### src/rtl/pwm_fade_ctrl.sv
// Duty-cycle ramp / breathe sequencer driving the dvsr and duty inputs of a pwm_enhanced core.
// Define PWM_FADE_CYCLE_CNT_EN to add the cycle_cnt output (completed breathe cycles).
module pwm_fade_ctrl #(
    parameter int R  = 8,
    parameter int DW = 32
) (
    input  logic          clk,
    input  logic          rst,
    input  logic [DW-1:0] cfg_dvsr,
    input  logic [R:0]    duty_start,
    input  logic [R:0]    duty_end,
    input  logic [R:0]    step,
    input  logic [15:0]   hold_periods,
    input  logic          mode,
    input  logic          start,
    input  logic          stop,
    output logic [DW-1:0] dvsr,
    output logic [R:0]    duty,
    output logic          busy,
    output logic          done,
    output logic          period_tick
`ifdef PWM_FADE_CYCLE_CNT_EN
    ,
    output logic [15:0]   cycle_cnt
`endif
);

    typedef enum logic {IDLE, RUN} state_t;

    localparam logic [R:0] MAXD = {1'b1, {R{1'b0}}};

    state_t        state_q, state_d;
    logic [DW-1:0] dvsr_q, dvsr_d;
    logic [R:0]    duty_q, duty_d;
    logic [DW-1:0] q_q, q_d;
    logic [R-1:0]  p_q, p_d;
    logic [15:0]   hold_cnt_q, hold_cnt_d;
    logic          tick_q, tick_d;
    logic          done_q, done_d;
    logic [R:0]    lvl_start_q, lvl_start_d;
    logic [R:0]    lvl_end_q, lvl_end_d;
    logic [R:0]    step_q, step_d;
    logic [15:0]   hold_q, hold_d;
    logic          mode_q, mode_d;
    logic          tgt_end_q, tgt_end_d;
    logic [R:0]    tgt;
    logic [R:0]    nxt_duty;
`ifdef PWM_FADE_CYCLE_CNT_EN
    logic [15:0]   cyc_q, cyc_d;
`endif

    function automatic logic [R:0] clamp_lvl(input logic [R:0] x);
        return (x > MAXD) ? MAXD : x;
    endfunction

    // One step toward tgt, computed one bit wider so neither direction can wrap.
    function automatic logic [R:0] step_toward(input logic [R:0] cur, input logic [R:0] tg,
                                               input logic [R:0] stp);
        logic [R+1:0] c, t, s, n;
        c = {1'b0, cur};
        t = {1'b0, tg};
        s = {1'b0, stp};
        if (t > c) begin
            n = c + s;
            if (n > t) n = t;
        end else if (t < c) begin
            n = (c >= t + s) ? c - s : t;
        end else begin
            n = c;
        end
        return n[R:0];
    endfunction

    assign tgt      = tgt_end_q ? lvl_end_q : lvl_start_q;
    assign nxt_duty = step_toward(duty_q, tgt, step_q);

    always_comb begin
        state_d     = state_q;
        dvsr_d      = dvsr_q;
        duty_d      = duty_q;
        q_d         = q_q;
        p_d         = p_q;
        hold_cnt_d  = hold_cnt_q;
        done_d      = 1'b0;
        lvl_start_d = lvl_start_q;
        lvl_end_d   = lvl_end_q;
        step_d      = step_q;
        hold_d      = hold_q;
        mode_d      = mode_q;
        tgt_end_d   = tgt_end_q;
`ifdef PWM_FADE_CYCLE_CNT_EN
        cyc_d       = cyc_q;
`endif
        case (state_q)
            IDLE: begin
                if (start && !stop) begin
                    state_d     = RUN;
                    dvsr_d      = cfg_dvsr;
                    duty_d      = clamp_lvl(duty_start);
                    lvl_start_d = clamp_lvl(duty_start);
                    lvl_end_d   = clamp_lvl(duty_end);
                    step_d      = (step == '0) ? {{R{1'b0}}, 1'b1} : step;
                    hold_d      = (hold_periods == 16'd0) ? 16'd1 : hold_periods;
                    mode_d      = mode;
                    tgt_end_d   = 1'b1;
                    q_d         = '0;
                    p_d         = '0;
                    hold_cnt_d  = '0;
`ifdef PWM_FADE_CYCLE_CNT_EN
                    cyc_d       = '0;
`endif
                end
            end
            default: begin
                if (stop) begin
                    state_d = IDLE;
                    q_d     = '0;
                    p_d     = '0;
                end else begin
                    if (q_q == dvsr_q) begin
                        q_d = '0;
                        p_d = p_q + 1'b1;
                    end else begin
                        q_d = q_q + 1'b1;
                    end
                    if (tick_q) begin
                        // hold_cnt counts completed periods; expiry on the last one of the hold.
                        if (hold_cnt_q == hold_q - 16'd1) begin
                            hold_cnt_d = '0;
                            duty_d     = nxt_duty;
                            if (nxt_duty == tgt) begin
                                if (mode_q) begin
                                    tgt_end_d = !tgt_end_q;
`ifdef PWM_FADE_CYCLE_CNT_EN
                                    if (!tgt_end_q && cyc_q != 16'hFFFF) cyc_d = cyc_q + 16'd1;
`endif
                                end else begin
                                    state_d = IDLE;
                                    done_d  = 1'b1;
                                    q_d     = '0;
                                    p_d     = '0;
                                end
                            end
                        end else begin
                            hold_cnt_d = hold_cnt_q + 16'd1;
                        end
                    end
                end
            end
        endcase
        // Registered tick: decoded from next-state counters so it lines up with q==dvsr, p==max.
        tick_d = (state_d == RUN) && (q_d == dvsr_d) && (&p_d);
    end

    always_ff @(posedge clk) begin
        if (rst) begin
            state_q     <= IDLE;
            dvsr_q      <= '0;
            duty_q      <= '0;
            q_q         <= '0;
            p_q         <= '0;
            hold_cnt_q  <= '0;
            tick_q      <= 1'b0;
            done_q      <= 1'b0;
            lvl_start_q <= '0;
            lvl_end_q   <= '0;
            step_q      <= '0;
            hold_q      <= '0;
            mode_q      <= 1'b0;
            tgt_end_q   <= 1'b0;
`ifdef PWM_FADE_CYCLE_CNT_EN
            cyc_q       <= '0;
`endif
        end else begin
            state_q     <= state_d;
            dvsr_q      <= dvsr_d;
            duty_q      <= duty_d;
            q_q         <= q_d;
            p_q         <= p_d;
            hold_cnt_q  <= hold_cnt_d;
            tick_q      <= tick_d;
            done_q      <= done_d;
            lvl_start_q <= lvl_start_d;
            lvl_end_q   <= lvl_end_d;
            step_q      <= step_d;
            hold_q      <= hold_d;
            mode_q      <= mode_d;
            tgt_end_q   <= tgt_end_d;
`ifdef PWM_FADE_CYCLE_CNT_EN
            cyc_q       <= cyc_d;
`endif
        end
    end

    assign dvsr        = dvsr_q;
    assign duty        = duty_q;
    assign busy        = (state_q == RUN);
    assign done        = done_q;
    assign period_tick = tick_q;
`ifdef PWM_FADE_CYCLE_CNT_EN
    assign cycle_cnt   = cyc_q;
`endif

endmodule

### config.mk
export PLATFORM = sky130hd
export DESIGN_NAME = pwm_fade_ctrl
export DESIGN_NICKNAME = d
export VERILOG_FILES = /design/src/rtl/pwm_fade_ctrl.sv
export SDC_FILE = /design/constraint.sdc
export NUM_CORES = 1
export LEC_CHECK = 0
export CELL_PAD_IN_SITES_DETAIL_PLACEMENT = 1
export CELL_PAD_IN_SITES_GLOBAL_PLACEMENT = 1
export CORE_MARGIN = 2
export CORE_UTILIZATION = 38
export DETAILED_ROUTE_END_ITERATION = 10
export PLACE_DENSITY = 0.85
export SYNTH_ARGS = -nofsm -noshare
export SYNTH_HDL_FRONTEND = slang
export SYNTH_SLANG_ARGS = --single-unit
### constraint.sdc
create_clock -name clk -period 5.8 [get_ports clk]
set_input_delay 0.58 -clock clk [delete_from_list [all_inputs] [get_ports clk]]
set_output_delay 0.58 -clock clk [all_outputs]
set_load 0.03 [all_outputs]
==> impl_results.md, run 1 <==
- Cell chosen for the clock root: sky130_fd_sc_hd__clkbuf_16
- Fin crit period: 5910 ps
- Hold Vio Cnt, Final: 0
- Number of rows created at floorplan: 63
- Largest fanout of any net on the critical path: 5
- Finished Core Util: 50.6%
- PnR Total Power: 0.00350 W
- Global routing usage summed across all routing layers: 29.7%
- Sequential share of the synthesized area: 25.1%
- Max-slew headroom at the worst pin: 22.9%
- Placeable core area: 29800 um2
- Main flop type after synthesis: sky130_fd_sc_hd__dfxtp_1
- Top cell type's share of synthesized area: 25.1%
- Syn Nets: 1725
- Final worst-path cycle share: 102%
- Wire length of the first global-routing pass: 73.4 mm
- Commonest cells after routing, fill and taps aside: sky130_fd_sc_hd__nand2_1 (195), sky130_fd_sc_hd__nor2_1 (143), sky130_fd_sc_hd__a21oi_1 (143), sky130_fd_sc_hd__dfxtp_1 (143), sky130_fd_sc_hd__clkdlybuf4s50_1 (122)
- Via-to-Cell Ratio: 6.20
- Worst setup timing slack at the placement stage: -403 ps
- Final worst setup slack: -114 ps
- Cell count after synthesis: 1585
- Source-to-sink clock delay at the later pin of the worst-skew pair: 450 ps
- Clock transition time at the flip-flop clock pins of the worst setup and hold paths: 70 ps
- Skew final: 10.3 ps
- HPWL after DPL: 35.0 mm
- DR WL/cell: 23.1 um
- Worst Setup Start Kind: flip-flop
- Boundary pin count: 124
- Signed area change from the synthesized netlist to the final layout: 30.2%
- Antenna violations before repair: 0
- Violations in the final reports: negative setup slack
- Outcome: finished, violations left
- Iter 0 DRT Violations: 889
- Final routed wirelength across all metal layers: 49.9 mm
- Setup violations, final: 1
- Via count of the first global-routing pass: 13400
- EDFF count, synth: 0
- Async SR Flop Fraction: 0%
- DRC violation count after routing: 0
- Quantity of I/O buffers inserted on ports: 123
- Cell family contributing the most delay on the critical path: compound AO/OA/AOI/OAI gates
- Antenna diode instance count: 0
- GRT Residual Overflow: 0
- Fin area: 15100 um2
- Setup_tns: -114 ps
- Htree depth: 4
- Floorplan die area: 31900 um2
- Capturing element type of the critical path: flip-flop
- Slowest stage delay, CP: 430 ps
- Clk sink count: 145
- P per Cell Area: 232 nW/um2
- Starting utilization of the core area: 38.8%
- Number of different library cells in the post-synthesis netlist: 83
- Warnings from Yosys: 0
- Share of final-layout standard cells stronger than drive strength 1: 13.6%
- TritonCTS clock tree: done
- Synthesized area divided by synthesized cell count: 7.30 um2
- Antenna Nets Post-Route: 0
- Overall via count from detail_route: 13400
- Number of max-slew violations in the final report: 0
- Most frequent standard cell in the layout excluding fill and tap cells: sky130_fd_sc_hd__nand2_1
- Maximum count of clock buffers along a single path: 2
- Critical Path RT: 6160 ps
- Max Clock Freq: 169 MHz
- DR pass1 iterations: 6
- Clock buffer count from CTS: 17
- Dominant cell type by area after synthesis: sky130_fd_sc_hd__dfxtp_1
- Post-Place Cell Area: 13700 um2
- Crit-path slowest cell: sky130_fd_sc_hd__dfxtp_4
- Flops & latches, synth: 145
- CP Class: reg -> reg
- Cell Area, Synth: 11600 um2
- WP buf/inv: 8
- Horizontal extent of the die: 179 um
- Global placement routability congestion: 0.927
- Die Y-Extent: 179 um
- Critical Path AT: 6270 ps
- Cell types occupying the most area after synthesis: sky130_fd_sc_hd__dfxtp_1 (25%), sky130_fd_sc_hd__a21oi_1 (6.6%), sky130_fd_sc_hd__nand2_1 (6.4%), sky130_fd_sc_hd__ha_1 (6.2%), sky130_fd_sc_hd__nor2_1 (4.8%)
- Maximum number of pins on one net before global-route repair: 92
- # nets final: 1897
- Slew of the pin with the lowest slew margin: 1150 ps
- Static Leakage: 5.97 nW
- Worst vdd ir: 0.254 mV
- Number of maximum-capacitance constraint violations: 0
- Path category of the worst min-delay check: reg -> reg
- Unrepaired setup endpoints after global routing: yes
through the flow:
stage	std cells	hold WS (ps)
4_1_cts	2142	467
2_1_floorplan	1585	432
6_report	2159	467
5_1_grt	2159	482
3_5_place_dp	2097	455
3_3_place_gp	2097	446
worst min-delay path: stages (launching register included):
cell	delay (ps)
sky130_fd_sc_hd__dfxtp_1	320
sky130_fd_sc_hd__nand2_1	50
sky130_fd_sc_hd__a21oi_1	50
timing repair:
action	CTS	global route
buffers inserted	12	16
pin swaps	28	36
resized for setup	43	54
cloned	2	1
setup endpoints to repair	33	26
hold buffers	0	0
path summary, 6_finish.rpt:
kind,from,to,slack (ps),depth (start not counted)
max,tgt_end_q,period_tick,-110,33
min,lvl_end_q[7],lvl_end_q[7],470,2
max reg2reg,tgt_end_q,period_tick,-110,33
min reg2reg,lvl_end_q[7],lvl_end_q[7],470,2
synthesized netlist by cell type (all sizes together) (11+ instances only):
master  number
nand4       37
nor2b       20
a31oi       16
nand3b      14
clkbuf      89
a211oi      31
nor2       148
a21o        17
buf         12
nor3        32
mux2i       42
nand2      197
o21ai       79
dfxtp      145
nand2b      23
and3        36
xnor2       37
or3         25
inv         57
xor2        50
ha          57
o211ai      22
nor4        25
or4         11
and2        18
a21oi      152
nand3       45
a311oi      11
nor3b       12
power by group:
group          internal (W)  total [W]  switching [W]
Sequential          0.00102    0.00106      0.0000380
Combinational      0.000550    0.00127       0.000721
Clock              0.000688    0.00117       0.000480
logic make-up (layout without fill, tap and decap cells):
| group | after synthesis | in the layout | share of synthesized area (%) |
|---|---|---|---|
| AOI/OAI and AO/OA | 422 | 422 | 23.3 |
| xor gates and xnor gates | 87 | 87 | 6.58 |
| adders and majority gates | 60 | 60 | 6.68 |
| buffers and inverters | 158 | 341 | 5.35 |
| DFF | 145 | 145 | 25.1 |
| muxes | 43 | 43 | 3.73 |
| and+or+nand+nor | 670 | 671 | 29.3 |
state kept, by name, indices dropped and copies added (netlist names):
| signal | count |
|---|---|
| dvsr | 32 |
| q_q | 32 |
| hold_cnt_q | 16 |
| hold_q | 16 |
| duty | 9 |
| lvl_end_q | 9 |
| lvl_start_q | 9 |
| step_q | 9 |
| p_q | 8 |
| busy | 1 |
| done | 1 |
| mode_q | 1 |
| period_tick | 1 |
| tgt_end_q | 1 |
final cells by class:
type                    instances  area [um2]
well taps                     390         488
fillers                      3670       14700
clock buffers                  23         498
multi-input cells            1283        8500
inverters                      57         214
repair buffers                253        2350
flip-flops and latches        145        2910
clock inverters                 8         101
layer usage:
layer	up-vias	GRT usage [%]	share of wire [%]
met4	0	14.1	4.9
met3	157	4.24	5.6
met2	512	51.0	48
met1	6591	36.3	42
li1	6117	-	-
met5	-	0	0
(Power assumes the default switching activity.)
==> inputs of run 2 (changes only) <==
- CORE_UTILIZATION: 38 -> 45
- PLACE_DENSITY: 0.85 -> 0.94
- clock period: 5.8 -> 7.68 ns (I/O delays scaled with it)
==> run 2 against run 1 <==
- the run now ends clean
- sequential power shrank 24%
- via count shrank 3.3%
- die area down 15%
- register-to-register slack improved by 810 ps
- largest power group is now the clock network
- highest routed layer unchanged
==> impl_results.md, run 2 (synthesis results as in run 1) <==
- GRT Residual Overflow: 0
- Cell Count, Final, Fillers Out: 1992
- Via-to-Cell Ratio: 6.49
- Antenna diode instance count: 0
- P per Cell Area: 178 nW/um2
- Number of max-slew violations in the final report: 0
- Capturing element type of the critical path: flip-flop
- Path category of the worst min-delay check: reg -> reg
- PnR Total Power: 0.00244 W
- Setup violations, final: 0
- Hold-fix buffers, CTS: 0
- Fin crit period: 6980 ps
- Die Y-Extent: 164 um
- Maximum count of clock buffers along a single path: 2
- Signed area change from the synthesized netlist to the final layout: 17.9%
- Source-to-sink clock delay at the later pin of the worst-skew pair: 450 ps
- Wire length of the first global-routing pass: 72.6 mm
- Cell chosen for the clock root: sky130_fd_sc_hd__clkbuf_16
- Number of maximum-capacitance constraint violations: 0
- Number of rows created at floorplan: 58
- Critical Path RT: 8010 ps
- Worst vdd ir: 0.135 mV
- DR pass1 iterations: 6
- Final worst-path cycle share: 90.9%
- Hold Vio Cnt, Final: 0
- Static Leakage: 5.35 nW
- Htree depth: 4
- DR WL/cell: 23.2 um
- Overall via count from detail_route: 12900
- DRC violation count after routing: 0
- Instance count after placement with tap cells included: 1961
- Iter 0 DRT Violations: 1155
- # nets final: 1790
- Max Clock Freq: 143 MHz
- Fillers: 3154
- Boundary pin count: 124
- Quantity of I/O buffers inserted on ports: 123
- Hold Worst Slack: 462 ps
- Global placement routability congestion: 1.01
- Horizontal extent of the die: 164 um
- Unrepaired setup endpoints after global routing: no
- Largest fanout of any net on the critical path: 12
- Finished Core Util: 54.2%
- Placeable core area: 25200 um2
- HPWL after DPL: 32.8 mm
- Number of buffers inserted to repair setup after CTS: 0
- Final routed wirelength across all metal layers: 46.2 mm
- Setup_tns: 0 ps
- Clock transition time at the flip-flop clock pins of the worst setup and hold paths: 70 ps
- Antenna violations before repair: 0
- Floorplan die area: 27000 um2
- Antenna Nets Post-Route: 0
- Outcome: completed
- Most frequent standard cell in the layout excluding fill and tap cells: sky130_fd_sc_hd__nand2_1
- Via count of the first global-routing pass: 13300
- Max-slew headroom at the worst pin: 28.4%
- Share of final-layout standard cells stronger than drive strength 1: 4.45%
- Critical Path AT: 7310 ps
- Seq. cell area: 2900 um2
- TritonCTS clock tree: done
- Slew of the pin with the lowest slew margin: 1070 ps
- Maximum number of pins on one net before global-route repair: 89
- Commonest cells after routing, fill and taps aside: sky130_fd_sc_hd__nand2_1 (197), sky130_fd_sc_hd__a21oi_1 (151), sky130_fd_sc_hd__nor2_1 (146), sky130_fd_sc_hd__dfxtp_1 (145), sky130_fd_sc_hd__clkdlybuf4s50_1 (122)
- Post_cts resized: 0
- Clock buffer count from CTS: 17
- Starting utilization of the core area: 46.0%
- Skew final: 15.9 ps
- Worst Setup Start Kind: flip-flop
- CP Class: reg -> reg
- Multi-input combinational cell area: 8080 um2
- Global routing usage summed across all routing layers: 34.3%
- Clk sink count: 145
run 2: final timing paths:
| kind | from | to | slack, ps | cells past startpoint |
|---|---|---|---|---|
| worst min-delay path | lvl_start_q[6] | lvl_start_q[6] | 460 | 2 |
| worst max-delay path | tgt_end_q | period_tick | 700 | 25 |
| worst min register to register | lvl_start_q[6] | lvl_start_q[6] | 460 | 2 |
| worst max register to register | tgt_end_q | period_tick | 700 | 25 |
run 2: layout make-up:
class / instances / share of cell area (%)
inverters: 57 / 1.57
clock buffers: 19 / 3.25
repair buffers: 147 / 10.3
multi-input cells: 1282 / 59.2
well taps: 330 / 3.03
flip-flops and latches: 145 / 21.3
clock inverters: 12 / 1.34
run 2: per-stage QoR:
| stage | setup slack (ps) | area, um2 |
|---|---|---|
| 5_1_grt | 215 | 13600 |
| 3_3_place_gp | 1210 | 13000 |
| 3_5_place_dp | 963 | 13000 |
| 2_1_floorplan | 1880 | 11600 |
| 6_report | 701 | 13600 |
| 4_1_cts | 870 | 13600 |
run 2: report_power, final:
part	leakage (nW)	internal (W)	total [W]	switching, W
sequential	1.18	0.000774	0.000805	0.0000317
combinational	3.88	0.000265	0.000716	0.000451
clock	0.296	0.000552	0.000914	0.000362
run 2: critical path: stages (launching register included):
cell	delay (ps)
sky130_fd_sc_hd__dfxtp_1	440
sky130_fd_sc_hd__buf_4	230
sky130_fd_sc_hd__mux2i_1	380
sky130_fd_sc_hd__inv_1	260
sky130_fd_sc_hd__ha_1	400
sky130_fd_sc_hd__a21o_1	180
sky130_fd_sc_hd__a21oi_1	190
sky130_fd_sc_hd__nand2_1	130
sky130_fd_sc_hd__a21o_1	200
sky130_fd_sc_hd__a21oi_1	180
sky130_fd_sc_hd__xor2_1	200
sky130_fd_sc_hd__ha_1	270
sky130_fd_sc_hd__nand4_1	80
sky130_fd_sc_hd__nor2_1	50
sky130_fd_sc_hd__a2111oi_0	520
sky130_fd_sc_hd__nor3_2	230
sky130_fd_sc_hd__a21oi_1	220
sky130_fd_sc_hd__a2111oi_0	120
sky130_fd_sc_hd__a2111oi_1	790
sky130_fd_sc_hd__and4_1	650
sky130_fd_sc_hd__nor2_2	170
sky130_fd_sc_hd__buf_4	270
sky130_fd_sc_hd__o311a_1	360
sky130_fd_sc_hd__o311a_1	120
sky130_fd_sc_hd__o2111ai_1	140
sky130_fd_sc_hd__nor4_2	70
run 2: metal layers:
layer	share of wire [%]	routed length [um]	global-route usage (%)	vias up
li1	-	-	-	5882
met1	40	18700	40.9	6195
met2	47	21600	58.1	666
met3	7.1	3280	5.50	188
met4	5.8	2680	20.1	0
met5	0	0	0	-
